`src/rtl/jpegls_pkg.sv`:
```
`default_nettype none
// ============================================================================
//  Module      : jpegls_pkg
//  Description : Shared constants and types for the JPEG-LS bit unpacker.
//                Holds the marker prefix, the EOI code, the stuffed-byte
//                payload width, default geometry of the peek window and
//                bit buffer, and the derivation of the counter width.
//  Revision    : 1.0 - initial release
// ============================================================================
package jpegls_pkg;

    // Byte that introduces either a stuffed byte or a marker.
    localparam logic [7:0] MARKER_PREFIX = 8'hFF;
    // End-of-image marker code.
    localparam logic [7:0] EOI           = 8'hD9;
    // A byte following 0xFF with MSB clear carries only this many data bits.
    localparam int         STUFF_BITS    = 7;

    localparam int DEFAULT_WINDOW_WIDTH = 32;
    localparam int DEFAULT_BUFFER_WIDTH = 64;

    // Counters must be able to hold every value from 0 to the buffer depth.
    function automatic int count_width(input int depth);
        return $clog2(depth + 1);
    endfunction

    localparam int DEFAULT_COUNT_WIDTH = count_width(DEFAULT_BUFFER_WIDTH);

    // State of the stuffing filter: whether the previous byte was 0xFF.
    typedef enum logic [0:0] {
        ST_NORMAL     = 1'b0,
        ST_FF_PENDING = 1'b1
    } stuff_state_t;

endpackage : jpegls_pkg
`default_nettype wire

```
`src/rtl/jpegls_stuff_filter.sv`:
```
`default_nettype none
// ============================================================================
//  Module      : jpegls_stuff_filter
//  Description : Removes JPEG-LS bit stuffing from the incoming byte stream
//                and detects markers. For every accepted byte it reports the
//                bits to append to the bit buffer (MSB-aligned in a 16-bit
//                field, unused low bits zero) and their count.
//  Ports       : clk, reset       - clock, synchronous active-high reset
//                byteIn/byteValid - accepted byte and its strobe
//                appendBits       - bits to append, MSB = oldest
//                appendLen        - number of valid appendBits (0/8/15)
//                markerHit        - marker recognised on this byte
//                markerCode       - second byte of that marker
//  Revision    : 1.0 - initial release
// ============================================================================
module jpegls_stuff_filter
    import jpegls_pkg::*;
(
    input  logic        clk,
    input  logic        reset,
    input  logic [7:0]  byteIn,
    input  logic        byteValid,
    output logic [15:0] appendBits,
    output logic [3:0]  appendLen,
    output logic        markerHit,
    output logic [7:0]  markerCode
);

    localparam logic [3:0] LEN_BYTE    = 4'd8;
    localparam logic [3:0] LEN_STUFFED = 4'(8 + STUFF_BITS);

    stuff_state_t state;
    stuff_state_t state_next;

    always_ff @(posedge clk) begin
        if (reset) begin
            state <= ST_NORMAL;
        end else begin
            state <= state_next;
        end
    end

    always_comb begin
        state_next = state;
        appendBits = 16'h0000;
        appendLen  = 4'd0;
        markerHit  = 1'b0;
        markerCode = 8'h00;

        if (byteValid) begin
            case (state)
                ST_NORMAL: begin
                    if (byteIn == MARKER_PREFIX) begin
                        // Hold the 0xFF back until the next byte tells us
                        // whether it is data or a marker prefix.
                        state_next = ST_FF_PENDING;
                    end else begin
                        appendBits = {byteIn, 8'h00};
                        appendLen  = LEN_BYTE;
                    end
                end
                ST_FF_PENDING: begin
                    state_next = ST_NORMAL;
                    if (!byteIn[7]) begin
                        // Stuffed byte: the deferred 0xFF is data, followed
                        // by the 7 payload bits of this byte.
                        appendBits = {MARKER_PREFIX, byteIn[STUFF_BITS-1:0], 1'b0};
                        appendLen  = LEN_STUFFED;
                    end else begin
                        // Marker: the 0xFF prefix is dropped.
                        markerHit  = 1'b1;
                        markerCode = byteIn;
                    end
                end
                default: state_next = ST_NORMAL;
            endcase
        end
    end

endmodule : jpegls_stuff_filter
`default_nettype wire

```
`src/rtl/jpegls_bit_unpacker.sv`:
```
`default_nettype none
// ============================================================================
//  Module      : jpegls_bit_unpacker
//  Description : Decoder-side front end for the JPEG-LS entropy-coded
//                segment. Accepts bytes, strips bit stuffing, stalls on
//                markers and presents an MSB-first peek window from which
//                the decoder consumes a variable number of bits per cycle.
//  Ports       : clk, reset                 - clock, sync active-high reset
//                byteIn/byteValid/byteReady - byte intake handshake
//                window/windowBits          - peek window and its fill
//                consume/consumeValid       - bits to discard from window top
//                consumeError               - pulse: over-consume rejected
//                markerDetected/markerCode  - marker stall and its code
//                markerClear                - release a marker stall
//  Revision    : 1.0 - initial release
// ============================================================================
module jpegls_bit_unpacker
    import jpegls_pkg::*;
#(
    parameter int WINDOW_WIDTH = DEFAULT_WINDOW_WIDTH,
    parameter int BUFFER_WIDTH = DEFAULT_BUFFER_WIDTH,
    parameter int COUNT_WIDTH  = DEFAULT_COUNT_WIDTH
) (
    input  logic                    clk,
    input  logic                    reset,
    input  logic [7:0]              byteIn,
    input  logic                    byteValid,
    output logic                    byteReady,
    output logic [WINDOW_WIDTH-1:0] window,
    output logic [COUNT_WIDTH-1:0]  windowBits,
    input  logic [COUNT_WIDTH-1:0]  consume,
    input  logic                    consumeValid,
    output logic                    consumeError,
    output logic                    markerDetected,
    output logic [7:0]              markerCode,
    input  logic                    markerClear
);

    // Intake stops once fewer than 16 free bits remain, so the widest append
    // (15 bits) always fits.
    localparam logic [COUNT_WIDTH-1:0] READY_LIMIT = COUNT_WIDTH'(BUFFER_WIDTH - 16);
    localparam logic [COUNT_WIDTH-1:0] WINDOW_MAX  = COUNT_WIDTH'(WINDOW_WIDTH);

    // Buffer is MSB-aligned: bit BUFFER_WIDTH-1 is the oldest unconsumed bit
    // and every bit below the fill level is held at zero.
    logic [BUFFER_WIDTH-1:0] buffer;
    logic [BUFFER_WIDTH-1:0] buffer_next;
    logic [BUFFER_WIDTH-1:0] append_field;
    logic [COUNT_WIDTH-1:0]  fill;
    logic [COUNT_WIDTH-1:0]  fill_next;
    logic [COUNT_WIDTH-1:0]  consume_amt;
    logic [COUNT_WIDTH-1:0]  remaining;
    logic [COUNT_WIDTH-1:0]  append_len_ext;

    logic                    transfer;
    logic                    consume_ok;
    logic                    consume_bad;

    logic [15:0]             append_bits;
    logic [3:0]              append_len;
    logic                    marker_hit;
    logic [7:0]              hit_code;

    assign byteReady  = (fill <= READY_LIMIT) && !markerDetected;
    assign transfer   = byteValid && byteReady;

    assign windowBits = (fill > WINDOW_MAX) ? WINDOW_MAX : fill;
    assign window     = buffer[BUFFER_WIDTH-1 -: WINDOW_WIDTH];

    assign consume_ok  = consumeValid && (consume <= windowBits);
    assign consume_bad = consumeValid && (consume >  windowBits);
    assign consume_amt = consume_ok ? consume : '0;
    assign remaining   = fill - consume_amt;

    jpegls_stuff_filter u_stuff_filter (
        .clk        (clk),
        .reset      (reset),
        .byteIn     (byteIn),
        .byteValid  (transfer),
        .appendBits (append_bits),
        .appendLen  (append_len),
        .markerHit  (marker_hit),
        .markerCode (hit_code)
    );

    assign append_len_ext = COUNT_WIDTH'(append_len);

    // Appended bits are dropped in right after the last bit that survives
    // this cycle's consume; low bits of append_bits are zero so the
    // below-fill region stays clear.
    always_comb begin
        append_field = {append_bits, {(BUFFER_WIDTH-16){1'b0}}};
        buffer_next  = (buffer << consume_amt) | (append_field >> remaining);
        fill_next    = remaining + append_len_ext;
    end

    always_ff @(posedge clk) begin
        if (reset) begin
            buffer         <= '0;
            fill           <= '0;
            consumeError   <= 1'b0;
            markerDetected <= 1'b0;
            markerCode     <= 8'h00;
        end else begin
            buffer       <= buffer_next;
            fill         <= fill_next;
            consumeError <= consume_bad;
            // A new detection takes priority over a simultaneous clear.
            if (marker_hit) begin
                markerDetected <= 1'b1;
                markerCode     <= hit_code;
            end else if (markerClear) begin
                markerDetected <= 1'b0;
            end
        end
    end

endmodule : jpegls_bit_unpacker
`default_nettype wire
```
`config.mk`:
```
export PLATFORM = sky130hd
export DESIGN_NAME = jpegls_bit_unpacker
export DESIGN_NICKNAME = d
export VERILOG_FILES = /design/src/rtl/jpegls_pkg.sv /design/src/rtl/jpegls_stuff_filter.sv /design/src/rtl/jpegls_bit_unpacker.sv
export SDC_FILE = /design/constraint.sdc
export NUM_CORES = 1
export LEC_CHECK = 0
export ABC_AREA = 1
export CORE_ASPECT_RATIO = 0.6
export CORE_MARGIN = 2
export CORE_UTILIZATION = 40
export DETAILED_ROUTE_END_ITERATION = 6
export DONT_BUFFER_PORTS = 1
export HOLD_SLACK_MARGIN = 0.1
export SLEW_MARGIN = 20
export SYNTH_ARGS = -nofsm -noshare
export SYNTH_HDL_FRONTEND = slang
export SYNTH_HIERARCHICAL = 1
export SYNTH_SLANG_ARGS = --single-unit
```
`constraint.sdc`:
```
create_clock -name clk -period 7.2 [get_ports clk]
set_input_delay 1.8 -clock clk [delete_from_list [all_inputs] [get_ports clk]]
set_output_delay 1.8 -clock clk [all_outputs]
set_load 0.01 [all_outputs]
```
Yosys cells after proc, flatten, opt, wreduce, memory -nomap -nowiden
Cells that the tools add are included. W data, S select, Z words.

Bits in registers: 82. Latch bits: 0. Memory bits (writable): 0. Memory bits (read-only): 0. Bits of input ports: 20. Output and inout bits: 50. Logic and storage cells: 43. Memories: 0.

Add/sub/neg operators: 2. Multiply operators: 0. Divide/modulo/power cells: 0. Order comparisons: 4. Eq/ne operators: 1. Shift-type cells: 2. Multiplexer cells: 20. Bitwise gates (word level): 2. Reductions and logical operators: 6.

Operators by type and width (count): $or A64 B64 Y64 (1); $shl A64 B7 Y64 (1); $shr A64 B7 Y64 (1); $mux W16 (3); $pmux W16 S2 (1); $mux W8 (3); $mux W7 (2); $mux W4 (3); $eq A8 B8 Y1 const B (1); $pmux W4 S2 (1); $add A7 B4 Y7 (1); $gt A7 B6 Y1 const B (1); $gt A7 B7 Y1 (1); $le A7 B6 Y1 const B (1); $le A7 B7 Y1 (1); $sub A7 B7 Y7 (1); $mux W1 (6); $logic_and A1 B1 Y1 (4); $pmux W1 S2 (1); $reduce_bool A2 Y1 (1); $logic_not A1 Y1 (1); $not A1 Y1 (1).

Logic depth before layout (Yosys ltp)
Depth in word-level cells: 8. Depth in mapped cells: 33. Gate-level depth less buffers: 31.

Modules after synthesis
The synthesis kept the hierarchy.

Modules (own cells, without submodules): jpegls_bit_unpacker (times used 1, cells each 1617, area an instance 9008.6 um^2, sequential area each 1621.6 um^2); jpegls_stuff_filter (times used 1, cells each 62, area an instance 280.3 um^2, sequential area each 20.0 um^2).

Worst setup path after synthesis
OpenSTA, ideal clock, no wires.

Path kind: input -> register. Start point: in consume[0]. End point: reg fill[6]. Setup time: 0.122 ns. Arrival time: 5.586 ns. Data required time: 7.078 ns. Setup slack: 1.492 ns. Stages: 25. Buffers on the path: 6. Cell sequence: clkbuf_1 -> clkbuf_1 -> inv_1 -> ha_1 -> nand4_2 -> a21oi_2 -> buf_4 -> nand2_2 -> buf_4 -> buf_2 -> ha_1 -> a21oi_1 -> or2_1 -> nand2_1 -> inv_1 -> clkbuf_1 -> ha_1 -> a21oi_1 -> inv_1 -> a31oi_1 -> nor2_1 -> inv_1 -> nor2_1 -> o21ai_0 -> a21oi_1.

Cells in the longest elaborated chain, start to end: 5.

RTL lines: start, declared (line jpegls_bit_unpacker.sv:31) `input logic [COUNT_WIDTH-1:0] consume,`; $le A7 B7 Y1 (line jpegls_bit_unpacker.sv:70) `assign consume_ok = consumeValid && (consume <= windowBits);`; $logic_and A1 B1 Y1 (line jpegls_bit_unpacker.sv:70); $mux W7 (*) (line jpegls_bit_unpacker.sv:72) `assign consume_amt = consume_ok ? consume : '0;`; $sub A7 B7 Y7 (*) (line jpegls_bit_unpacker.sv:73) `assign remaining = fill - consume_amt;`; $add A7 B4 Y7 (*) (line jpegls_bit_unpacker.sv:94) `fill_next = remaining + append_len_ext;`; end signal, assigned (line jpegls_bit_unpacker.sv:106) `fill <= fill_next;`; end, declared (line jpegls_bit_unpacker.sv:49) `logic [COUNT_WIDTH-1:0] fill;`.

Every way passes the cells marked *; elsewhere a longest branch is shown, timed or not. A chain may end at the register's enable or synchronous reset.

Final worst setup path
Start point: in consume[6]. End point: reg buffer[9].

Cells in the longest elaborated chain, start to end: 6. Elaborated cells between the ends (all ways): 7. Those cells by class: 1 x add/sub; 1 x order compare; 2 x shift; 1 x mux; 1 x bitwise; 1 x reduce/logical.

RTL lines: $le A7 B7 Y1 (line jpegls_bit_unpacker.sv:70); $logic_and A1 B1 Y1 (line jpegls_bit_unpacker.sv:70); $mux W7 (*) (line jpegls_bit_unpacker.sv:72); $sub A7 B7 Y7 (line jpegls_bit_unpacker.sv:73); $shr A64 B7 Y64 (line jpegls_bit_unpacker.sv:93) `buffer_next = (buffer << consume_amt) | (append_field >> remaining);`; $or A64 B64 Y64 (*) (line jpegls_bit_unpacker.sv:93); end signal, assigned (line jpegls_bit_unpacker.sv:105) `buffer <= buffer_next;`; end, declared (line jpegls_bit_unpacker.sv:46) `logic [BUFFER_WIDTH-1:0] buffer;`.

Marks and branches as above.

==> key figures <==
Power
  – Gate power share: 0.721
  – Pwr dens: 524 nW/um^2
  – Clock group share of total power: 0.104
  – Leak: 4.24 nW
  – Switching Fraction: 0.626
  – Flop pwr share: 0.175
  – Max VDD drop: 0.273 mV
  – Internal Power: around 1.8 mW
  – P_sw: 3.07 mW

Global routing
  – Global-route wire length before repair: roughly 66,000 um
  – Antenna violations before repair: 2
  – Largest net degree at the start of global routing: between 60 and 70
  – Vias in the first global route: 10,226
  – Global Route Usage Sum: 0.358
  – Remaining global-route overflow: 0

Worst setup path
  – Critical path peak fanout: 25
  – Critical path startpoint: consume[6]
  – Flop2flop setup slack: 0.89 ns
  – Reg-to-Reg Start: fill[6]
  – Crit path cell chain: ha_1 > nand2_1 > nor2_2 > nand2_1 > nand2_1 > nand2_2 > nand3_2 > clkinv_1 > ha_1 > fa_1 > xnor2_2 > buf_4 > inv_1 > o21ai_0 > nand2_1 > o21ai_0 > nor2_1 > a211oi_1 > nand2_1 > a21oi_1
  – Worst r2r path cells: 26
  – Crit Path Category: in2reg
  – Slowest CP cell: a211oi_1
  – Crit. End Element: flip-flop
  – Worst endpoint required time: 7.46 ns
  – Worst path most repeated cell: nand2_1
  – Crit path arrival time: between 6 and 7 ns
  – Reg2Reg Capture Point: buffer[9]
  – Critical path destination: buffer[9]
  – CP startpoint kind: input port
  – Max stage delay on crit path: 0.79 ns

Timing
  – Final Cycle Share: 0.879
  – Worst clock skew: around 0.016 ns
  – Rel. slew slack: 0.261
  – Minimum clock period after layout: 6.33 ns
  – Slew Viols, Final: 0
  – Worst Max-Slew Pin Slew: 1.10 ns
  – Final count of negative-setup-slack endpoints: 0
  – Setup_tns: 0 ns
  – RSZ-0062 raised after global routing: no
  – Endpoints failing hold: 0
  – Max Clk Rate: 0.158 GHz

Die
  – Core box area: 23,000 um^2
  – Ports: 70
  – Die Y: ~120 um
  – DIE AREA: 24,500 um^2
  – # rows: 43
  – Starting density of the core: 0.404
  – Die W: 201 um

Run status
  – Status: finished with violations
  – Failing checks: design-rule violations

Route
  – Antenna Violating Nets Remaining: 0
  – Via count: 11,696
  – Initial DRC Count: 2,014
  – Detailed Routing Iterations Pass 1: 7
  – DR WL/cell: 23.5 um
  – Routed vias/inst: 6.24
  – Post-route DRC: 8
  – WL final: 44,000 um

Clocking
  – Root Buffer: clkbuf_16
  – # H-tree levels: 3
  – Clk sinks: 82
  – CTS tree: built
  – Postcts setup bufs: 0
  – Clock Path Buffers: 2
  – Cts repair resizes: 0
  – CTS Buf Count: 9
  – # hold bufs at CTS: 0
  – Worst skew pair latency: between 0.3 and 0.4 ns
  – Clock transition at path regs: 0.08 ns

Placed design
  – Hpwl dp: between 30,000 and 40,000 um
  – Placer Congestion: 1.03
  – Placed Instance Area: 9040 um^2
  – Dpl cells: about 1,900
  – IO buf count: 0

Hold path
  – Hold crit path type: reg2reg

Yosys
  – Syn avg cell area: 5.53 um^2
  – Syn Inst Count: 1,679
  – Synth Cell Area: slightly above 9000 um^2
  – YS warnings: 6
  – Seq/Total Area, Yosys: 0.177
  – Yosys reg bits: 82
  – Distinct cells, synth: 40
  – Syn_nets: 1,719

Finish
  – Area taken by multi-input logic gates: 6400 um^2
  – Final Non-Filler Cells: 1,873
  – Share of cells above drive strength 1: 0.0418
  – Reg area: 1640 um^2
  – Layout area overhead: 0.633%
  – Final net count: 1,592
  – Final Cell Area: 9350 um^2
  – Fill cells: 2,624
  – Commonest non-fill, non-tap cell in the layout: nand3_1
  – Most frequent cells in the layout: 481 x nand3_1, 433 x nand2_1, 115 x nor2_1

Job
  – Max-Cap Viols: 0
## cell families after synthesis
| kind of cell | count (synthesis) | synth area share |
|---|---|---|
| AOI/OAI and AO/OA | 172 | 0.102 |
| adders and majority gates | 20 | 0.0286 |
| and+or+nand+nor | 1115 | 0.539 |
| buffers and inverters | 271 | 0.136 |
| DFF | 82 | 0.177 |
| muxes | 12 | 0.0129 |
| other | 3 | 0.00121 |
| xor gates and xnor gates | 4 | 0.00458 |
## per-stage QoR
stage	hold WS, ns	util	total power, mW	setup slack, ns
global route	0.579	0.407	5.21	0.526
floorplan	0.495	-	3.22	1.49
global placement	0.511	0.394	4.21	0.772
detailed placement	0.532	0.394	4.19	0.773
CTS	0.540	0.407	4.71	1.13
finish	0.540	0.407	4.90	0.869
## cell usage after synthesis, drive strengths merged
| library cell | instances | area share |
|---|---|---|
| a22oi | 7 | 0.0057 |
| inv | 104 | 0.042 |
| conb | 3 | 0.0012 |
| nand3b | 1 | 0.00081 |
| nor3 | 4 | 0.0022 |
| a31oi | 12 | 0.0081 |
| nor2 | 120 | 0.050 |
| o21ai | 54 | 0.029 |
| o211ai | 5 | 0.0040 |
| o21a | 1 | 0.00081 |
| or2 | 3 | 0.0020 |
| xor2 | 2 | 0.0019 |
| buf | 100 | 0.066 |
| dfxtp | 82 | 0.18 |
| ha | 18 | 0.024 |
| and2 | 1 | 0.00067 |
| nand4 | 64 | 0.044 |
| fa | 2 | 0.0043 |
| nand2 | 438 | 0.18 |
| clkbuf | 63 | 0.025 |
| a211oi | 12 | 0.0097 |
| a21oi | 80 | 0.044 |
| clkinv | 4 | 0.0016 |
| o21bai | 1 | 0.00081 |
| nand3 | 483 | 0.26 |
| nor4 | 1 | 0.00067 |
| xnor2 | 2 | 0.0027 |
| mux2i | 12 | 0.013 |
## area by class of cell
cell class                      count  area share
Sequential cell                    82       0.176
Inverter                          108      0.0434
Tap cell                          315      0.0422
Clock buffer                       10      0.0256
Multi-Input combinational cell   1326       0.685
Clock inverter                      5     0.00656
Timing Repair Buffer               25      0.0214
Antenna cell                        2    0.000535
## state kept, by name, indices dropped and copies added, names as in the netlist
register              flops
buffer                   64
markerCode                8
fill                      7
consumeError              1
markerDetected            1
u_stuff_filter/state      1
## routing by layer
| metal | vias to the layer above | share of wire | global-route usage |
|---|---|---|---|
| met5 | - | 0 | 0 |
| met4 | 0 | 0.013 | 0.0579 |
| met3 | 55 | 0.18 | 0.171 |
| met2 | 812 | 0.35 | 0.442 |
| met1 | 5429 | 0.46 | 0.542 |
| li1 | 5400 | - | - |
## how the worst min path moves through the flow
stage	from	to	slack, ns	depth (start not counted)
after floorplan	markerDetected	markerDetected	0.50	2
after global placement	markerDetected	markerDetected	0.51	2
after detailed placement	markerDetected	markerDetected	0.53	2
after CTS	markerDetected	markerDetected	0.54	2
after global routing	markerDetected	markerDetected	0.58	2
final	markerDetected	markerDetected	0.54	2
## critical path, delay by kind of cell
kind,cells,cell delay (ns)
AO/OA/AOI/OAI,4,1.60
XOR/XNOR,1,0.14
adder cells (fa/ha/maj),3,1.22
buffers and inverters,3,1.02
AND/OR/NAND/NOR,9,0.78
## power groups by stage
stage / Sequential, mW / Clock, mW / Combinational, mW
floorplan: 0.706 / 0 / 2.52
global placement: 0.858 / 0 / 3.35
detailed placement: 0.857 / 0 / 3.34
CTS: 0.846 / 0.509 / 3.35
global route: 0.867 / 0.524 / 3.82
finish: 0.858 / 0.511 / 3.53
(Power assumes the default switching activity.)
==> variant 1, RTL diff (same settings) <==
Set the package constant `DEFAULT_WINDOW_WIDTH` to 48 (it was 32).
--- a/src/rtl/jpegls_pkg.sv
+++ b/src/rtl/jpegls_pkg.sv
@@ -16,7 +16,7 @@
     // A byte following 0xFF with MSB clear carries only this many data bits.
     localparam int         STUFF_BITS    = 7;
 
-    localparam int DEFAULT_WINDOW_WIDTH = 32;
+    localparam int DEFAULT_WINDOW_WIDTH = 48;
     localparam int DEFAULT_BUFFER_WIDTH = 64;
 
     // Counters must be able to hold every value from 0 to the buffer depth.
Ports: changed (resized window); port bits go from 70 to 86. No check against the original RTL was run, so the function may have changed too.
==> variant 1 against the original RTL <==
- design area is 0.71% higher
- sequential share of layout area shrank 0.12 points
- clock skew is 0.0043 ns lower
- total power up 3.1%
- routed wire length shrank 1.9%
- setup slack improved by 0.33 ns
- synthesized area grew 2.0%
- first-iteration DRC count down 3.4%
- sequential cell count did not move
- critical path type unchanged
- critical endpoint is now buffer[3]
==> variant 1: results <==
set metrics [dict create \
    status "finished, final reports clean" \
    p_leak_uw 0.004253 \
    top_layer_used "met5" \
    ys_seq_area_share_pct 17.32 \
    grtUsageTotal_pct 34.09 \
    use_met3_pct 19.48 \
    grt_use_met1_pct 50.84 \
    reg2reg_from "fill[1]" \
    dp_hpwl_mm 31.97 \
    grt_max_degree 81 \
    drt_first_pass_iters 7 \
    fin_worst_skew_ns 0.01181 \
    synth_compound_area_share_pct 11.40 \
    cts-resized-gates 0 \
    syn-num-nets 1729 \
    grt_pass1_vias 9905 \
    hold_slack_ns 0.5286 \
    fin_nets 1589 \
    vias_per_cell 6.304 \
    ir_worst_vdd_mv 0.2816 \
    wirelength_mm 43.16 \
    crit_path_end "buffer[3]" \
    critPathTopFamily "adder cells" \
    slew-limit-headroom_pct 27.90 \
    synth_xor_area_share_pct 0.5282 \
    routabilityCongestion 0.9966 \
    wirelength_met1_mm 19.44 \
    grt_util_met2_pct 40.45 \
    r2r_slack_ns 1.38 \
    fillers 2548 \
    grt_pass1_wl_mm 63.54 \
    slowest_stage "fa_1" \
    synthDistinctLibCells 45 \
    synthTopCellsByArea "nand3_1 24%, nand2_1 18%, dfxtp_1 17%, nor2_1 4.6%, buf_4 4.5%" \
    synth_fa_ha_area_share_pct 2.799 \
    max_stage_delay_ns 0.85 \
    cp_max_fo 18 \
    dpl_cell_area_mm2 0.009100 \
    worstPathArrival_ns 6.24 \
    routed-wl-met2_mm 14.67 \
    synthMuxAreaShare_pct 1.268 \
    timing.rr.end "buffer[19]" \
    first_iter_violations 1945 \
    ys_top_cells_by_count "452 x nand3_1, 442 x nand2_1, 115 x nor2_1, 96 x inv_1, 82 x dfxtp_1" \
    antenna_found_initial 1 \
]
[variant 1: where the power goes]
group	switching, µW	internal [µW]
Clock	250	277
Combinational	2620	975
Sequential	319	614
[variant 1: area by class of cell]
cell class | count | area share [%]
antenna | 3 | 0.07974
clock buffer | 9 | 2.392
clock inverter | 7 | 0.8639
inverter | 108 | 4.320
multi-input combinational | 1323 | 68.73
sequential | 82 | 17.44
tap | 315 | 4.187
timing repair buffer | 25 | 1.994
[variant 1: cell families (layout without fill, tap and decap cells)]
kind of cell               after synthesis  after routing
AOI/OAI and AO/OA                      189            189
xor gates and xnor gates                 4              4
adders and majority gates               20             20
buffers and inverters                  284            149
DFF                                     82             82
muxes                                   12             12
other                                    3              6
and+or+nand+nor                       1095           1095
[variant 1: metrics by stage]
stage	setup slack, ns	instances	util (%)
5_1_grt	0.8520	1869	40.57
3_5_place_dp	1.001	1853	39.24
3_3_place_gp	0.9975	1853	39.24
2_1_floorplan	1.373	1689	-
6_report	1.196	1872	40.60
4_1_cts	1.368	1869	40.57
==> variant 2, RTL diff (config.mk and constraints unchanged) <==
Made on the original files. The output `consumeError` loses its register stage (`consumeError` becomes a continuous assignment).
--- a/src/rtl/jpegls_bit_unpacker.sv
+++ b/src/rtl/jpegls_bit_unpacker.sv
@@ -98,13 +98,11 @@
         if (reset) begin
             buffer         <= '0;
             fill           <= '0;
-            consumeError   <= 1'b0;
             markerDetected <= 1'b0;
             markerCode     <= 8'h00;
         end else begin
             buffer       <= buffer_next;
             fill         <= fill_next;
-            consumeError <= consume_bad;
             // A new detection takes priority over a simultaneous clear.
             if (marker_hit) begin
                 markerDetected <= 1'b1;
@@ -115,5 +113,7 @@
         end
     end
 
+    assign consumeError = consume_bad;
+
 endmodule : jpegls_bit_unpacker
 `default_nettype wire
Function: changed (a bounded check fails within 4 cycles, from zero or initial values and one cycle with reset high).
==> variant 2 against the original RTL <==
- largest power group unchanged
- total power fell by 2.7%
- fmax rose by 17%
- routed wire length fell by 8.0%
- setup slack improved by 0.93 ns
- die area rose by 0.63%
- design area rose by 0.11%
- synthesized area rose by 0.65%
- via count fell by 1.3%
- sequential cell count fell by 1
- critical path depth rose by 2
- critical endpoint is now buffer[40]
==> variant 2: results <==
set metrics [dict create \
    p_leak_uw 0.004336 \
    routabilityCongestion 1.034 \
    syn-num-nets 1728 \
    dp_hpwl_mm 29.59 \
    status "finished, final reports clean" \
    fin_worst_skew_ns 0.01418 \
    antenna_found_initial 0 \
    reg2reg_depth 28 \
    ys_top_cells_by_count "525 x nand3_1, 339 x nand2_1, 148 x inv_1, 137 x nor2_1, 81 x dfxtp_1" \
    grtUsageTotal_pct 32.52 \
    synthDistinctLibCells 37 \
    dpl_cell_area_mm2 0.009050 \
    antenna_cells 0 \
    grt_pass1_vias 10020 \
    slew-limit-headroom_pct 25.25 \
    synthTopCellsByArea "nand3_1 28%, dfxtp_1 17%, nand2_1 14%, inv_1 5.9%, nor2_1 5.5%" \
    drive_gt1_share_pct 3.708 \
    reg2reg_from "fill[1]" \
    vias_per_cell 6.144 \
    ir_worst_vdd_mv 0.3382 \
    wl_per_cell_um 21.55 \
    drt_first_pass_iters 6 \
    max_stage_delay_ns 0.82 \
    r2r_slack_ns 1.93 \
    grt_pass1_wl_mm 61.12 \
    cp_max_fo 38 \
    p_sw_share_pct 61.57 \
]
variant 2: cell count changes after synthesis, sizes merged, moves of 12 or more:
cell / change
a211oi: -12
nor2: +19
nand2: -94
nand3: +45
o21ai: +15
a21oi: -22
inv: +52
variant 2: worst min-delay path, cell delays in order, from the launching register on:
cell     delay [ns]
dfxtp_1        0.36
nand2_1        0.09
a21oi_1        0.05
variant 2: kinds of logic (layout without fill, tap and decap cells):
logic type,count (synthesis),after routing,synth area share (%)
adder cells (fa/ha/maj),20,20,2.837
XOR/XNOR,3,3,0.3614
flip-flops,81,81,17.34
multiplexers,14,14,1.499
other,3,3,0.1204
AO/OA/AOI/OAI,150,150,8.512
AND/OR/NAND/NOR,1098,1098,53.88
buffers and inverters,319,195,15.44
variant 2: how the worst max path moves through the flow:
stage,startpoint,endpoint
6_report,consume[6],buffer[40]
3_5_place_dp,consume[6],fill[5]
4_1_cts,consume[6],fill[5]
2_1_floorplan,consume[0],fill[5]
3_3_place_gp,consume[6],fill[5]
5_1_grt,fill[1],fill[5]
variant 2: layer usage:
| layer | GRT usage, % | wire [µm] | up-vias |
|---|---|---|---|
| li1 | - | - | 5397 |
| met1 | 46.73 | 17740 | 5301 |
| met2 | 41.25 | 14620 | 787 |
| met3 | 17.60 | 7462 | 59 |
| met4 | 6.801 | 675 | 0 |
| met5 | 0 | 0 | - |
variant 2: power groups by stage:
stage          clock network, µW  logic (µW)  registers (µW)
5_1_grt                      528        3780             821
6_report                     506        3460             809
2_1_floorplan                  0        2600             686
4_1_cts                      510        3300             799
3_5_place_dp                   0        3280             809
3_3_place_gp                   0        3280             810
variant 2: stage by stage:
step | instances | utilization, % | setup WS, ns | total power (µW) | hold WS [ns]
floorplan | 1688 | - | 1.540 | 3290 | 0.4951
global placement | 1863 | 39.30 | 1.616 | 4090 | 0.5313
detailed placement | 1863 | 39.30 | 1.547 | 4091 | 0.5399
CTS | 1879 | 40.64 | 1.890 | 4608 | 0.5496
global route | 1879 | 40.64 | 1.489 | 5125 | 0.5623
finish | 1879 | 40.64 | 1.797 | 4771 | 0.5409
variant 2: area by class of cell:
type / instances / area, µm² / area share (%)
Multi-Input combinational cell: 1288 / 6291 / 67.23
Inverter: 160 / 600.6 / 6.418
Clock inverter: 4 / 51.30 / 0.5482
Timing Repair Buffer: 19 / 142.6 / 1.524
Tap cell: 315 / 394.1 / 4.212
Sequential cell: 81 / 1622 / 17.33
Clock buffer: 12 / 256.5 / 2.741
